**config.mk**
```make
export PLATFORM = sky130hd
export DESIGN_NAME = wide_sub_sequencer_flat
export DESIGN_NICKNAME = d
export VERILOG_FILES = /design/src/rtl/wide_sub_sequencer_pkg.sv /design/src/rtl/wide_sub_sequencer_if.sv /design/src/rtl/wide_sub_sequencer_fsub.sv /design/src/rtl/wide_sub_sequencer.sv /design/src/flat_wrapper.sv
export SDC_FILE = /design/constraint.sdc
export NUM_CORES = 1
export LEC_CHECK = 0
export BUFFER_PORTS_ARGS = -buffer_cell sky130_fd_sc_hd__buf_2
export CAP_MARGIN = 30
export CORE_MARGIN = 2
export CORE_UTILIZATION = 25
export DETAILED_ROUTE_END_ITERATION = 8
export PLACE_DENSITY = 0.45
export SLEW_MARGIN = 20
export SYNTH_ARGS = -nofsm -noshare
export SYNTH_HDL_FRONTEND = slang
export SYNTH_SLANG_ARGS = --single-unit
```
**constraint.sdc**
```tcl
create_clock -name clk -period 8.9 [get_ports clk]
set_input_delay 1.78 -clock clk [delete_from_list [all_inputs] [get_ports clk]]
set_output_delay 1.78 -clock clk [all_outputs]
set_load 0.01 [all_outputs]
```
**src/rtl/wide_sub_sequencer_pkg.sv**
```systemverilog
// -----------------------------------------------------------------------------
// sub_seq_pkg
// Shared types and helpers for the chunked wide subtractor (wide_sub_sequencer).
//   sub_state_t : controller state encoding (IDLE / RUN / DONE).
//   nch()       : number of CHUNK-wide slices in a W-bit operand.
//   idx_w()     : width of the chunk index counter (never below 1 bit).
// -----------------------------------------------------------------------------
package sub_seq_pkg;

    typedef enum logic [1:0] {
        IDLE = 2'd0,
        RUN  = 2'd1,
        DONE = 2'd2
    } sub_state_t;

    function automatic int nch(input int w, input int chunk);
        return w / chunk;
    endfunction

    // A single-chunk operation still needs a 1-bit index register.
    function automatic int idx_w(input int n);
        return (n > 1) ? $clog2(n) : 1;
    endfunction

endpackage

```
**src/rtl/wide_sub_sequencer_if.sv**
```systemverilog
// -----------------------------------------------------------------------------
// wide_sub_sequencer_if
// Operand / result handshake bundle for wide_sub_sequencer.
//   start_valid/start_ready : operand handshake (a_in, b_in, bin_in)
//   res_valid/res_ready     : result handshake (diff_out, bout_out, zero_out)
//   busy                    : controller is not idle
// modport slave  : the sequencer side
// modport master : the requester / consumer side
// -----------------------------------------------------------------------------
interface wide_sub_sequencer_if #(
    parameter int W = 32
);
    logic         start_valid;
    logic         start_ready;
    logic [W-1:0] a_in;
    logic [W-1:0] b_in;
    logic         bin_in;
    logic         res_valid;
    logic         res_ready;
    logic [W-1:0] diff_out;
    logic         bout_out;
    logic         zero_out;
    logic         busy;

    modport slave (
        input  start_valid, a_in, b_in, bin_in, res_ready,
        output start_ready, res_valid, diff_out, bout_out, zero_out, busy
    );

    modport master (
        output start_valid, a_in, b_in, bin_in, res_ready,
        input  start_ready, res_valid, diff_out, bout_out, zero_out, busy
    );
endinterface

```
**src/rtl/wide_sub_sequencer_fsub.sv**
```systemverilog
// -----------------------------------------------------------------------------
// full_sub
// Combinational N-bit full subtractor: diff_o = a_i - b_i - bin_i (mod 2^N),
// bout_o = 1 when a_i < b_i + bin_i (unsigned).
//   a_i, b_i : N-bit operands
//   bin_i    : borrow in
//   diff_o   : N-bit difference
//   bout_o   : borrow out
// -----------------------------------------------------------------------------
module full_sub #(
    parameter int N = 8
) (
    input  logic [N-1:0] a_i,
    input  logic [N-1:0] b_i,
    input  logic         bin_i,
    output logic [N-1:0] diff_o,
    output logic         bout_o
);
    logic [N:0] ext;

    // One extra bit catches the borrow: the true result lies in
    // [-2^N, 2^N-1], so bit N is set exactly when it went negative.
    assign ext = {1'b0, a_i} - {1'b0, b_i} - {{N{1'b0}}, bin_i};
    assign {bout_o, diff_o} = ext;
endmodule

```
**src/rtl/wide_sub_sequencer.sv**
```systemverilog
// -----------------------------------------------------------------------------
// wide_sub_sequencer
// Computes a W-bit A - B - BIN with one CHUNK-bit full subtractor, one chunk
// per cycle, LSB chunk first; the inter-chunk borrow lives in a register.
//   clk  : clock, all state on the rising edge
//   rst  : synchronous active-high reset
//   bus  : wide_sub_sequencer_if.slave
//            start_valid/start_ready, a_in, b_in, bin_in  (operands)
//            res_valid/res_ready, diff_out, bout_out, zero_out (result)
//            busy (state != IDLE)
// Latency: res_valid rises NCH edges after the accepting edge.
// -----------------------------------------------------------------------------
module wide_sub_sequencer
    import sub_seq_pkg::*;
#(
    parameter int W     = 32,
    parameter int CHUNK = 8
) (
    input  logic                 clk,
    input  logic                 rst,
    wide_sub_sequencer_if.slave  bus
);
    localparam int NCH  = nch(W, CHUNK);
    localparam int IDXW = idx_w(NCH);

    generate
        if ((CHUNK < 1) || (W % CHUNK != 0)) begin : g_bad_params
            $error("wide_sub_sequencer: W must be a positive multiple of CHUNK");
        end
    endgenerate

    sub_state_t       state_q, state_d;
    logic [IDXW-1:0]  idx_q;
    logic [W-1:0]     a_q, b_q;
    logic [W-1:0]     diff_q;
    logic             borrow_q;

    logic [CHUNK-1:0] a_chunk, b_chunk, slice_diff;
    logic             slice_bout;

    // ---------------- FSM: state register ----------------
    always_ff @(posedge clk) begin
        if (rst) state_q <= IDLE;
        else     state_q <= state_d;
    end

    // ---------------- FSM: next state ----------------
    always_comb begin
        state_d = state_q;
        unique case (state_q)
            IDLE:    if (bus.start_valid)                  state_d = RUN;
            RUN:     if (idx_q == IDXW'(NCH - 1))          state_d = DONE;
            DONE:    if (bus.res_ready)                    state_d = IDLE;
            default:                                       state_d = IDLE;
        endcase
    end

    // ---------------- FSM: outputs ----------------
    // Borrow and zero flags are only meaningful in DONE; gating them keeps
    // intermediate chunk borrows and stale results off the outputs.
    always_comb begin
        bus.start_ready = 1'b0;
        bus.res_valid   = 1'b0;
        bus.busy        = 1'b1;
        bus.diff_out    = diff_q;
        bus.bout_out    = 1'b0;
        bus.zero_out    = 1'b0;
        unique case (state_q)
            IDLE: begin
                bus.start_ready = 1'b1;
                bus.busy        = 1'b0;
            end
            DONE: begin
                bus.res_valid = 1'b1;
                bus.bout_out  = borrow_q;
                bus.zero_out  = (diff_q == '0);
            end
            default: ;
        endcase
    end

    // ---------------- chunk mux into the shared slice ----------------
    always_comb begin
        a_chunk = '0;
        b_chunk = '0;
        for (int i = 0; i < NCH; i++) begin
            if (idx_q == IDXW'(i)) begin
                a_chunk = a_q[i*CHUNK +: CHUNK];
                b_chunk = b_q[i*CHUNK +: CHUNK];
            end
        end
    end

    full_sub #(.N(CHUNK)) u_slice (
        .a_i    (a_chunk),
        .b_i    (b_chunk),
        .bin_i  (borrow_q),
        .diff_o (slice_diff),
        .bout_o (slice_bout)
    );

    // ---------------- operand / result datapath ----------------
    // Operands are captured only on the accepting edge, so the slice never
    // sees the live input bus.
    always_ff @(posedge clk) begin
        if (rst) begin
            idx_q    <= '0;
            a_q      <= '0;
            b_q      <= '0;
            diff_q   <= '0;
            borrow_q <= 1'b0;
        end else begin
            unique case (state_q)
                IDLE: begin
                    if (bus.start_valid) begin
                        a_q      <= bus.a_in;
                        b_q      <= bus.b_in;
                        borrow_q <= bus.bin_in;
                        idx_q    <= '0;
                        diff_q   <= '0;
                    end
                end
                RUN: begin
                    for (int i = 0; i < NCH; i++) begin
                        if (idx_q == IDXW'(i)) diff_q[i*CHUNK +: CHUNK] <= slice_diff;
                    end
                    borrow_q <= slice_bout;
                    idx_q    <= idx_q + IDXW'(1);
                end
                default: ;
            endcase
        end
    end

endmodule

```
**src/flat_wrapper.sv**
```systemverilog
// flat-port wrapper written by rule: the top's interface ports become plain ports
module wide_sub_sequencer_flat import sub_seq_pkg::*;
#(
    parameter int W     = 32,
    parameter int CHUNK = 8
)
  (clk, rst, bus_start_valid, bus_a_in, bus_b_in, bus_bin_in, bus_res_ready, bus_start_ready, bus_res_valid, bus_diff_out, bus_bout_out, bus_zero_out, bus_busy);
  wide_sub_sequencer_if #(.W(W)) bus_i ();
  input  logic clk;
  input  logic rst;
  input wire logic [$bits(bus_i.start_valid)-1:0] bus_start_valid;
  input wire logic [$bits(bus_i.a_in)-1:0] bus_a_in;
  input wire logic [$bits(bus_i.b_in)-1:0] bus_b_in;
  input wire logic [$bits(bus_i.bin_in)-1:0] bus_bin_in;
  input wire logic [$bits(bus_i.res_ready)-1:0] bus_res_ready;
  output wire logic [$bits(bus_i.start_ready)-1:0] bus_start_ready;
  output wire logic [$bits(bus_i.res_valid)-1:0] bus_res_valid;
  output wire logic [$bits(bus_i.diff_out)-1:0] bus_diff_out;
  output wire logic [$bits(bus_i.bout_out)-1:0] bus_bout_out;
  output wire logic [$bits(bus_i.zero_out)-1:0] bus_zero_out;
  output wire logic [$bits(bus_i.busy)-1:0] bus_busy;
  assign bus_i.start_valid = bus_start_valid;
  assign bus_i.a_in = bus_a_in;
  assign bus_i.b_in = bus_b_in;
  assign bus_i.bin_in = bus_bin_in;
  assign bus_i.res_ready = bus_res_ready;
  assign bus_start_ready = bus_i.start_ready;
  assign bus_res_valid = bus_i.res_valid;
  assign bus_diff_out = bus_i.diff_out;
  assign bus_bout_out = bus_i.bout_out;
  assign bus_zero_out = bus_i.zero_out;
  assign bus_busy = bus_i.busy;
  wide_sub_sequencer #(.W(W), .CHUNK(CHUNK)) u_core (.clk(clk), .rst(rst), .bus(bus_i));
endmodule
```
# After elaboration in Yosys (flattened, before gate mapping)
# Cells that the tools add are included.
[op_classes]
n_mux = 27
shifts = 0
eq_ne = 11
n_mul = 0
n_lt_le_gt_ge = 0
div = 0
n_addsub = 3
n_bitwise = 0
reduce_logical = 11
[op_table]
columns = ["cell", "n"]
rows = [
  ["2-to-1 mux 8 bit", 12],
  ["case mux 32 bit (2 select lines)", 1],
  ["zero test 32 bit", 1],
  ["2-to-1 mux 32 bit", 1],
  ["AND reduction 3 bit", 5],
  ["subtractor 8 x 8 -> 9 bit", 1],
  ["subtractor 9 x 1 -> 9 bit", 1],
  ["2-to-1 mux 2 bit", 4],
  ["inequality test 2 x 1 -> 1 bit (second input constant)", 4],
  ["== test 2 bit (second input constant)", 3],
  ["2-to-1 mux 1 bit", 6],
  ["case mux 2 bit (3 select lines)", 1],
  ["== test 2 x 1 -> 1 bit (second input constant)", 2],
  ["zero test 2 bit", 2],
  ["inequality test 2 bit (second input constant)", 2],
  ["case mux 2 bit (2 select lines)", 1],
  ["AND reduction 2 bit", 2],
  ["adder 2 x 1 -> 2 bit (second input constant)", 1],
  ["case mux 1 bit (2 select lines)", 1],
  ["nonzero test 2 bit", 1],
]
[totals]
n_memories = 0
input_bits = 69
latch_bits = 0
ram_bits = 0
ff_bits = 101
romBits = 0

# Longest topological paths before layout
# Gate-level depths: netlist (run 1).
[depth]
depth_word = 9
ltp_mapped = 17

# Cells and area by module
# Synthesis (run 1) repeated with hierarchy kept, for this count alone.
[unflattened]
hier_cells = 657
area_unflattened_um2 = 4885.9
[by_module_without_submodules]
columns = ["module", "area_each_um2", "seq_area_each_um2", "cells_per_inst", "instances"]
rows = [
  ["wide_sub_sequencer", 4331.7, 2021.9, 581, 1],
  ["full_sub", 554.3, 0.0, 76, 1],
]

# Worst setup path after synthesis (run 1)
# No wires, ideal clock.
[synth_path]
kind = "register to register"
from = "register u_core.idx_q[0]"
to = "register u_core.diff_q[12], in the netlist u_core.bus.diff_out[12]"
path_buffers = 2
stages_incl_launch_ff = 17
synth_period_minus_slack_ps = 3174
t_arrival_ps = 3103
setup_slack_ps = 5726
path_cell_list = "dfxtp_1 inv_1 ha_1 buf_2 buf_1 nand3b_1 a21oi_1 a21oi_1 o21ai_1 fa_1 inv_1 fa_1 nand2b_1 a21oi_1 xnor2_1 or3b_1 a21oi_1"
[synth_via]
elab_chain_len = 9
word_cells_on_any_way = 18
classes_between = "2 x add/sub; 4 x eq/ne; 10 x mux; 2 x reduce/logical"
[synth_lines]
columns = ["element", "line_no", "text"]
rows = [
  ["start, declared", "wide_sub_sequencer.sv:33", "logic [IDXW-1:0] idx_q;"],
  ["start signal, assigned", "wide_sub_sequencer.sv:128", "idx_q <= idx_q + IDXW'(1);"],
  ["zero test 2 bit", "wide_sub_sequencer.sv:87", "if (idx_q == IDXW'(i)) begin"],
  ["2-to-1 mux 8 bit (4 in series)", "wide_sub_sequencer.sv:87", ""],
  ["subtractor 8 x 8 -> 9 bit", "wide_sub_sequencer_fsub.sv:23", "assign ext = {1'b0, a_i} - {1'b0, b_i} - {{N{1'b0}}, bin_i};"],
  ["subtractor 9 x 1 -> 9 bit", "wide_sub_sequencer_fsub.sv:23", ""],
  ["2-to-1 mux 8 bit", "wide_sub_sequencer.sv:125", "if (idx_q == IDXW'(i)) diff_q[i*CHUNK +: CHUNK] <= slice_diff;"],
  ["case mux 32 bit (2 select lines)", "wide_sub_sequencer.sv:113", "unique case (state_q)"],
  ["end signal, assigned by index", "wide_sub_sequencer.sv:125", ""],
  ["end, declared", "wide_sub_sequencer.sv:35", "logic [W-1:0] diff_q;"],
]
# Several ways; a longest one is shown, not always the timed one. The select of a mux whose other input is x is not followed.
# A chain may end at the register's enable or synchronous reset.

# Worst setup path after layout (run 1)
[layout_path]
from = "register u_core.idx_q[0]"
to = "register u_core.diff_q[5], in the netlist u_core.bus.diff_out[5]"
[layout_via]
elab_chain_len = 9
word_cells_on_any_way = 18
classes_between = "2 x add/sub; 4 x eq/ne; 10 x mux; 2 x reduce/logical"
[layout_lines]
columns = ["element", "line_no"]
rows = [
  ["zero test 2 bit", "wide_sub_sequencer.sv:87, wide_sub_sequencer.sv:125"],
  ["2-to-1 mux 8 bit (4 in series)", "wide_sub_sequencer.sv:87"],
  ["subtractor 8 x 8 -> 9 bit", "wide_sub_sequencer_fsub.sv:23"],
  ["subtractor 9 x 1 -> 9 bit", "wide_sub_sequencer_fsub.sv:23"],
  ["2-to-1 mux 8 bit", "wide_sub_sequencer.sv:125"],
  ["case mux 32 bit (2 select lines)", "wide_sub_sequencer.sv:113"],
]
# Several ways; a longest one is shown, not always the timed one. The select of a mux whose other input is x is not followed.

==> results.json, run 1 <==
{
  "grt_pass1_wl_um": 23940,
  "start_util_pct": 25.54,
  "drtIter0Drc": 291,
  "port_buffers": 105,
  "hold_depth": 2,
  "synthArstFlopShare_pct": 0,
  "gr-usage-met2_pct": 21.64,
  "yosysUniqueCellTypes": 46,
  "finalCritPeriodShare_pct": 41.40,
  "area_delta_synth_final_pct": 20.66,
  "setup_ws_ns": 5.216,
  "ir_drop_mv": 0.09395,
  "status": "complete, no violations",
  "clock_latency_ns": 0.35,
  "hold_class": "register to register",
  "cts_root_buf": "clkbuf_16",
  "drtAntennaViolNets": 0,
  "ys.flop_type": "dfxtp_1",
  "timing.rr.start": "u_core.idx_q[0]$_SDFFE_PP0P_",
  "grt_overflow_total": 0,
  "syn_area_per_cell_um2": 7.707,
  "p_leak_nw": 2.427,
  "first_pass_iters": 5,
  "holdCritStartpoint": "u_core.a_q[21]$_SDFFE_PP0P_",
  "clock_skew_ns": 0.007316,
  "syn_inst": 645,
  "numCtsBuffers": 9,
  "wl_um": 15060,
  "num_rows": 51,
  "syn_nets": 732,
  "die_w_um": 145.0,
  "max-slew-margin-rel_pct": 41.50,
  "cts_setup_buffers": 0,
  "dp_slack_ns": 5.217,
  "setup_viol": 0,
  "regToRegSetupSlack_ns": 5.22,
  "cts.sinks": 101,
  "endpoint_kind": "register",
  "fillers": 2153,
  "die_area_um2": 21030,
  "grt_use_met3_pct": 4.277,
  "seq_area_um2": 2022,
  "synth_warnings": 0,
  "final_core_util_pct": 30.82,
  "coreArea_um2": 19460,
  "drc": 0,
  "crit_fanout": 20,
  "cts_buffer_depth": 2,
  "grt_max_degree": 76,
  "ys_ff_latch": 101,
  "r2r-end": "u_core.bus.diff_out[5]$_SDFFE_PP0P_",
  "grtUsageTotal_pct": 14.48,
  "p_per_area_nw_per_um2": 199.2,
  "gp_congestion": 0.7564,
  "wire_per_inst_um": 15.25,
  "grt_use_met1_pct": 20.45,
  "cts_tree": "built",
  "viasPerCell": 4.512,
  "synth_edf_count": 0,
  "multi_input_area_um2": 2671,
  "die_h_um": 145.0,
  "period_minus_slack_ns": 3.684,
  "hold_viol_final": 0,
  "crit_type": "register to register",
  "whs_endpoint": "u_core.a_q[21]$_SDFFE_PP0P_",
  "r2r_cells": 15,
  "finalMaxSlewViolations": 0,
  "drv_cap": 0,
  "grt_pass1_vias": 4297,
  "crit_arrival_ns": 3.90,
  "gr-max-usage-layer": "met2",
  "n_antenna_cell": 0,
  "timing.setup.tns_ns": 0,
  "cts_hold_repair.buffers": 0,
  "clk_pin_slew_ns": 0.07,
  "antenna_found_initial": 0,
  "layout-drive-gt1-share_pct": 19.92,
  "max_freq_mhz": 271.4,
  "ios": 106,
  "dr_total_vias": 4458,
  "syn-cell-area_um2": 4971,
  "cp.required_ns": 9.12,
  "fin_nets": 805,
  "ys_seq_area_share_pct": 40.67,
  "rsz0062_at_grt": "no",
  "max_slew.worst_pin.slew_ns": 0.8775,
  "dp_hpwl_um": 10980,
  "cts_resized": 0,
  "crit_path_start_kind": "register",
  "htreeDepth": 3
}
## how the worst max path moves through the flow
stage / start / to / slack, ns / depth (start not counted)
floorplan: u_core.idx_q[0]$_SDFFE_PP0P_ / u_core.bus.diff_out[12]$_SDFFE_PP0P_ / 5.73 / 16
global placement: u_core.idx_q[0]$_SDFFE_PP0P_ / u_core.bus.diff_out[5]$_SDFFE_PP0P_ / 5.13 / 14
detailed placement: u_core.idx_q[0]$_SDFFE_PP0P_ / u_core.bus.diff_out[5]$_SDFFE_PP0P_ / 5.22 / 15
CTS: u_core.idx_q[0]$_SDFFE_PP0P_ / u_core.bus.diff_out[5]$_SDFFE_PP0P_ / 5.20 / 15
global route: u_core.idx_q[0]$_SDFFE_PP0P_ / u_core.bus.diff_out[21]$_SDFFE_PP0P_ / 4.80 / 15
finish: u_core.idx_q[0]$_SDFFE_PP0P_ / u_core.bus.diff_out[5]$_SDFFE_PP0P_ / 5.22 / 15
## cell usage after synthesis (all sizes together) (2+ instances only)
master,instances,area [µm²]
a21o,6,45.04
o41ai,4,65.06
or3b,4,35.03
o21ai,18,90.08
nand4,2,12.51
o211ai,4,30.03
and2,4,25.02
inv,18,67.56
dfxtp,101,2022
clkbuf,20,75.07
ha,16,200.2
o31ai,6,45.04
nand3,9,50.05
o22ai,2,12.51
o311ai,4,65.06
a22oi,2,15.01
nand2b,10,62.56
buf,29,138.9
and3,3,18.77
nor2,23,86.33
nand2,174,653.1
fa,2,40.04
a211oi,2,32.53
nor2b,2,12.51
nand3b,34,267.8
nor3b,3,22.52
a21oi,124,624.4
nor4,8,50.05
## power by group
| group | internal, mW | leakage (nW) | switching [mW] |
|---|---|---|---|
| clock | 0.255 | 0.160 | 0.176 |
| sequential | 0.482 | 0.826 | 0.0233 |
| combinational | 0.101 | 1.44 | 0.157 |
## cell type report
cell class	count	area share (%)
multi-input cells	477	44.53
flip-flops and latches	101	33.71
repair buffers	111	9.679
well taps	265	5.528
clock buffers	11	4.047
clock inverters	5	1.377
inverters	18	1.126
## critical path, stage by stage (launching register included)
cell and delay, ns:
dfxtp_1 0.34, inv_1 0.09, ha_1 0.74, nand3b_1 0.15, a21oi_1 0.23, a21oi_1 0.06
nor2_1 0.09, a21oi_1 0.06, ha_1 0.29, inv_1 0.04, ha_1 0.35, a21oi_1 0.18
a21boi_1 0.27, o31ai_1 0.12, a311oi_2 0.43, o31ai_1 0.12
## state kept, by name (all words and copies together), names as in the netlist
signal,flops
u_core.b_q,32
u_core.state_q,2
u_core.idx_q,2
u_core.a_q,32
u_core.bus.diff_out,32
u_core.borrow_q,1
## kinds of logic (layout without fill, tap and decap cells)
logic type,count (synthesis),count (layout),share of synthesized area (%)
mux,1,1,0.2014
simple gates,280,280,26.71
flops,101,101,40.67
buf+inv,67,145,5.663
xor+xnor,2,2,0.5035
compound gates,176,176,21.42
fa+ha+maj,18,18,4.833
## cell usage in the layout, fill, tap and decap left out, drive strengths merged, types with 3 or more instances in the layout
master,instances
o31ai,6
and3,3
nand2,174
nand2b,10
o211ai,4
clkbuf,11
nor3b,3
inv,19
or3b,4
nand3,9
a21o,6
buf,111
ha,16
nand3b,34
dfxtp,101
nor4,8
a21oi,124
o21ai,18
and2,4
nor2,23
o41ai,4
o311ai,4
## routing by layer
metal  wire length, µm  vias to the layer above
met3               764                       14
met5                 0                        -
met2              6362                      110
met1              7724                     1996
met4               212                        0
li1                  -                     2338
## stage by stage
| stage | power (mW) | instances | hold slack (ns) | instance area (µm²) |
|---|---|---|---|---|
| floorplan | 0.6937 | 645 | 0.4364 | 4971 |
| finish | 1.195 | 988 | 0.4570 | 5998 |
| CTS | 1.215 | 988 | 0.4581 | 5998 |
| global route | 1.270 | 988 | 0.4723 | 5998 |
| detailed placement | 0.7780 | 972 | 0.4478 | 5673 |
| global placement | 0.7781 | 971 | 0.4445 | 5658 |
Note: power is estimated with default switching activity, not from simulation.
==> run 2, diff against run 1 <==
PLACE_DENSITY = 0.46   (was 0.45)
clock period = 3.1 ns   (was 8.9 ns; I/O delays follow)
==> run 2 against run 1 <==
Effect of this change:
- clock-buffer cell count shrank 1
- flip-flop and latch count is the same
- global-route usage shrank 0.20 points
- largest cell class unchanged
- register-to-register slack lost 5.1 ns
- critical path type unchanged
- critical path depth is the same
- clock skew grew 0.0029 ns
- first-iteration DRC count shrank 30%
- die area is the same
- sequential share of layout area shrank 2.5 points
- wire length grew 0.92%
- maximum frequency grew 24%
==> results.json, run 2 (synthesis results as in run 1) <==
{
  "status": "complete, no violations",
  "ir_drop_mv": 0.2959,
  "drtIter0Drc": 203,
  "drv_cap": 0,
  "setup_ws_ns": 0.1363,
  "wl_um": 15200,
  "cts_tree": "built",
  "stdcell_count": 1019,
  "wire_per_inst_um": 14.92,
  "grt_overflow_total": 0,
  "combPwrFrac_pct": 25.8,
  "num_rows": 51,
  "finalMaxSlewViolations": 0,
  "p_switching_mw": 1.107,
  "first_pass_iters": 5,
  "n_antenna_cell": 0,
  "die_h_um": 145.0,
  "hold_slack_ns": 0.4569,
  "max_slew.worst_pin.slew_ns": 0.7525,
  "p_per_area_nw_per_um2": 551.0,
  "grt_pass1_wl_um": 23670,
  "mostFrequentLayoutCells": "nand2_1, a21oi_1, buf_2",
  "htreeDepth": 3,
  "max_stage_delay_ns": 0.40,
  "clock_skew_ns": 0.01026,
  "gp_congestion": 0.7885,
  "place_inst": 1001,
  "coreArea_um2": 19460,
  "crit_path_cell_trace": "inv_4 -> ha_4 -> buf_12 -> nand3b_1 -> a21oi_2 -> a21oi_1 -> o21ai_2 -> fa_2 -> inv_2 -> fa_2 -> nand2b_4 -> a21oi_4 -> xnor2_2 -> or3b_4 -> a21oi_2",
  "clk_pin_slew_ns": 0.07,
  "swShare_pct": 31.00,
  "timing.setup.tns_ns": 0,
  "cts_buffer_depth": 2,
  "layout-drive-gt1-share_pct": 28.91,
  "cts_root_buf": "clkbuf_16",
  "crit_arrival_ns": 3.25,
  "grt_pass1_vias": 4288,
  "viasPerCell": 4.548,
  "antenna_found_initial": 0,
  "power_frac_seq_pct": 40.6,
  "die_w_um": 145.0,
  "period_minus_slack_ns": 2.964,
  "fin_total_pwr_mw": 3.572,
  "area_delta_synth_final_pct": 30.41,
  "cts.sinks": 101,
  "crit_type": "register to register",
  "p_leak_nw": 2.643,
  "internal_power_mw": 2.464,
  "crit_fanout": 16,
  "setup_viol": 0,
  "finalCritPeriodShare_pct": 95.60,
  "grt_max_degree": 67,
  "final_core_util_pct": 33.31,
  "finalInstanceArea_um2": 6482,
  "dp_slack_ns": -0.1762,
  "fin_nets": 836,
  "hold_viol_final": 0,
  "port_buffers": 105,
  "clockPowerShare_pct": 33.6,
  "hold_class": "register to register",
  "start_util_pct": 25.54,
  "die_area_um2": 21030,
  "dr_total_vias": 4634,
  "cp.required_ns": 3.39,
  "endpoint_kind": "register",
  "rsz0062_at_grt": "yes",
  "crit_path_start_kind": "register",
  "clock_latency_ns": 0.36,
  "drtAntennaViolNets": 0,
  "placed_cell_area_um2": 5933,
  "grtUsageTotal_pct": 14.28,
  "max_freq_mhz": 337.4,
  "ios": 106,
  "dp_hpwl_um": 11190,
  "numCtsBuffers": 9,
  "layout_commonest_cell": "nand2_1",
  "max-slew-margin-rel_pct": 49.83,
  "drc": 0,
  "cpMaxStageDelayCell": "or3b_4"
}
-- run 2: cell count changes in the layout (fill, tap and decap cells not counted), moves of 3 or more --
cell	before	now
buf_4	6	32
buf_12	0	4
ha_1	16	9
ha_4	0	5
inv_2	0	3
inv_1	18	14
a21oi_2	1	15
a21oi_1	123	108
-- run 2: worst paths after layout --
kind,start,endpoint,slack (ns),depth (start not counted)
setup / recovery,u_core.idx_q[1]$_SDFFE_PP0P_,u_core.bus.diff_out[28]$_SDFFE_PP0P_,0.14,15
hold / removal,u_core.a_q[0]$_SDFFE_PP0P_,u_core.a_q[0]$_SDFFE_PP0P_,0.46,2
setup reg to reg,u_core.idx_q[1]$_SDFFE_PP0P_,u_core.bus.diff_out[28]$_SDFFE_PP0P_,0.14,15
hold reg to reg,u_core.a_q[0]$_SDFFE_PP0P_,u_core.a_q[0]$_SDFFE_PP0P_,0.46,2
-- run 2: metal layers --
metal / share of wire (%) / vias to the layer above / track usage, % / wire length [µm]
met5: 0 / - / 0 / 0
met4: 1.2 / 0 / 4.158 / 181
met3: 4.5 / 11 / 3.365 / 687
met2: 44 / 107 / 20.69 / 6667
met1: 50 / 2111 / 20.91 / 7666
li1: - / 2405 / - / -
-- run 2: layout make-up --
class,instances,area [µm²]
clock buffer,10,239.0
timing repair buffer,142,859.6
fill,2130,12980
sequential,101,2024
tap,265,331.6
clock inverter,6,80.08
inverter,18,70.07
multi-input combinational,477,2878
-- run 2: worst max-delay path: cells and delay by family, from the launching register on --
kind | cells | cell delay, ns
adders and majority gates | 3 | 0.73
and+or+nand+nor | 3 | 0.74
buffers and inverters | 3 | 0.23
AOI/OAI and AO/OA | 5 | 0.67
xor gates and xnor gates | 1 | 0.15
DFF | 1 | 0.35
-- run 2: timing repair --
item                       4_1_cts  5_1_grt
setup endpoints to repair       19       21
pin swaps                        3       17
gates resized for setup         12       38
setup buffers                    1        1
hold buffers                     0        0
-- run 2: power by group through the flow --
stage / clock network [mW] / logic (mW) / registers (mW)
global placement: 0 / 0.832 / 1.48
finish: 1.20 / 0.921 / 1.45
detailed placement: 0 / 0.830 / 1.48
floorplan: 0 / 0.523 / 1.47
global route: 1.28 / 1.02 / 1.46
CTS: 1.24 / 0.854 / 1.45
==> run 3, diff against run 2 <==
CTS_BUF_LIST = sky130_fd_sc_hd__clkbuf_8   (was default)
==> run 3 against run 2 <==
Effect of this change:
- final cell count stayed put
- sequential share of layout area is 0.25 points higher
- global-route usage is 0.054 points lower
- design area is 0.79% lower
- first-iteration DRC count is 2.0% higher
- flip-flop and latch count stayed put
- highest routed layer unchanged
- clock power is 24% lower
- combinational power is 2.9% higher
- power is 7.2% lower
- maximum frequency is 0.11% higher
==> results.json, run 3 (synthesis results as in run 1) <==
{
  "gp_congestion": 0.7885,
  "mostFrequentLayoutCells": "nand2_1, a21oi_1, buf_2",
  "cts_root_buf": "clkbuf_8",
  "area_delta_synth_final_pct": 29.37,
  "dp_hpwl_um": 11190,
  "drv_cap": 0,
  "cts.sinks": 101,
  "die_h_um": 145.0,
  "crit_arrival_ns": 3.28,
  "cts_tree": "built",
  "clock_latency_ns": 0.40,
  "cpMaxStageDelayCell": "or3b_4",
  "layout-drive-gt1-share_pct": 29.31,
  "endpoint_kind": "register",
  "period_minus_slack_ns": 2.961,
  "grt_max_degree": 67,
  "drtAntennaViolNets": 0,
  "coreArea_um2": 19460,
  "numCtsBuffers": 9,
  "place_inst": 1001,
  "ir_drop_mv": 0.2038,
  "placed_cell_area_um2": 5933,
  "grt_pass1_wl_um": 23670,
  "max_stage_delay_ns": 0.40,
  "n_antenna_cell": 0,
  "dp_slack_ns": -0.1762,
  "hold_slack_ns": 0.4474,
  "viasPerCell": 4.547,
  "num_rows": 51,
  "stdcell_count": 1019,
  "p_per_area_nw_per_um2": 515.4,
  "fin_total_pwr_mw": 3.315,
  "drtIter0Drc": 207,
  "p_leak_nw": 2.608,
  "max-slew-margin-rel_pct": 51.20,
  "finalCritPeriodShare_pct": 95.50,
  "htreeDepth": 3,
  "final_core_util_pct": 33.04,
  "first_pass_iters": 4,
  "rsz0062_at_grt": "yes",
  "port_buffers": 105,
  "setup_ws_ns": 0.1394,
  "crit_path_start_kind": "register",
  "max_slew.worst_pin.slew_ns": 0.7320,
  "finalInstanceArea_um2": 6431,
  "die_area_um2": 21030,
  "fin_nets": 836,
  "grtUsageTotal_pct": 14.22,
  "drc": 0,
  "crit_path_cell_trace": "inv_4 -> ha_4 -> buf_12 -> nand3b_1 -> a21oi_2 -> a21oi_1 -> o21ai_2 -> fa_2 -> inv_2 -> fa_2 -> nand2b_4 -> a21oi_4 -> xnor2_2 -> or3b_4 -> a21oi_2",
  "grt_pass1_vias": 4282,
  "cts_buffer_depth": 2,
  "clk_pin_slew_ns": 0.11,
  "hold_class": "input pin to register",
  "die_w_um": 145.0,
  "timing.setup.tns_ns": 0,
  "hold_viol_final": 0,
  "clock_skew_ns": 0.01429,
  "cts_hold_repair.buffers": 0,
  "crit_type": "register to register",
  "finalMaxSlewViolations": 0,
  "antenna_found_initial": 0,
  "setup_viol": 0,
  "wl_um": 15230,
  "cp.required_ns": 3.42,
  "fillers": 2125,
  "start_util_pct": 25.54,
  "max_freq_mhz": 337.8,
  "dr_total_vias": 4633,
  "ios": 106,
  "grt_overflow_total": 0,
  "wire_per_inst_um": 14.94,
  "crit_fanout": 16,
  "status": "complete, no violations",
  "layout_commonest_cell": "nand2_1"
}
-- run 3: cell counts in the layout (fill, tap and decap cells not counted) --
No cell type changed its count.
-- run 3: final timing paths --
check,start,end,slack (ns),cells after the start
worst min register to register,u_core.a_q[0]$_SDFFE_PP0P_,u_core.a_q[0]$_SDFFE_PP0P_,0.46,2
worst min-delay path,bus_b_in[28],u_core.b_q[28]$_SDFFE_PP0P_,0.45,3
worst max-delay path,u_core.idx_q[1]$_SDFFE_PP0P_,u_core.bus.diff_out[28]$_SDFFE_PP0P_,0.14,15
worst max register to register,u_core.idx_q[1]$_SDFFE_PP0P_,u_core.bus.diff_out[28]$_SDFFE_PP0P_,0.14,15
-- run 3: area by class of cell --
cell class / count / area (µm²) / area share (%)
Clock buffer: 10 / 137.6 / 2.140
Clock inverter: 6 / 80.08 / 1.245
Tap cell: 265 / 331.6 / 5.156
Inverter: 18 / 70.07 / 1.089
Timing Repair Buffer: 142 / 872.1 / 13.56
Sequential cell: 101 / 2024 / 31.48
Multi-Input combinational cell: 477 / 2915 / 45.33
-- run 3: repair_timing --
action,CTS,global route
setup endpoints to repair,19,21
setup buffers,1,2
resized for setup,12,44
pin swaps,3,19
-- run 3: per-layer routing --
layer	GRT usage [%]	share of wire [%]
met1	20.92	51
met2	20.69	44
met3	3.836	4.6
met4	2.970	0.79
met5	0	0
-- run 3: where the power goes --
| part | switching (mW) | internal [mW] | leakage [nW] |
|---|---|---|---|
| registers | 0.0672 | 1.38 | 0.827 |
| clock network | 0.505 | 0.410 | 0.112 |
| logic | 0.517 | 0.432 | 1.67 |
-- run 3: critical path, delay by kind of cell (launching register included) --
| family | cells | cell delay [ns] |
|---|---|---|
| compound gates | 5 | 0.66 |
| buf+inv | 3 | 0.23 |
| xor+xnor | 1 | 0.15 |
| simple gates | 3 | 0.74 |
| flops | 1 | 0.36 |
| fa+ha+maj | 3 | 0.74 |
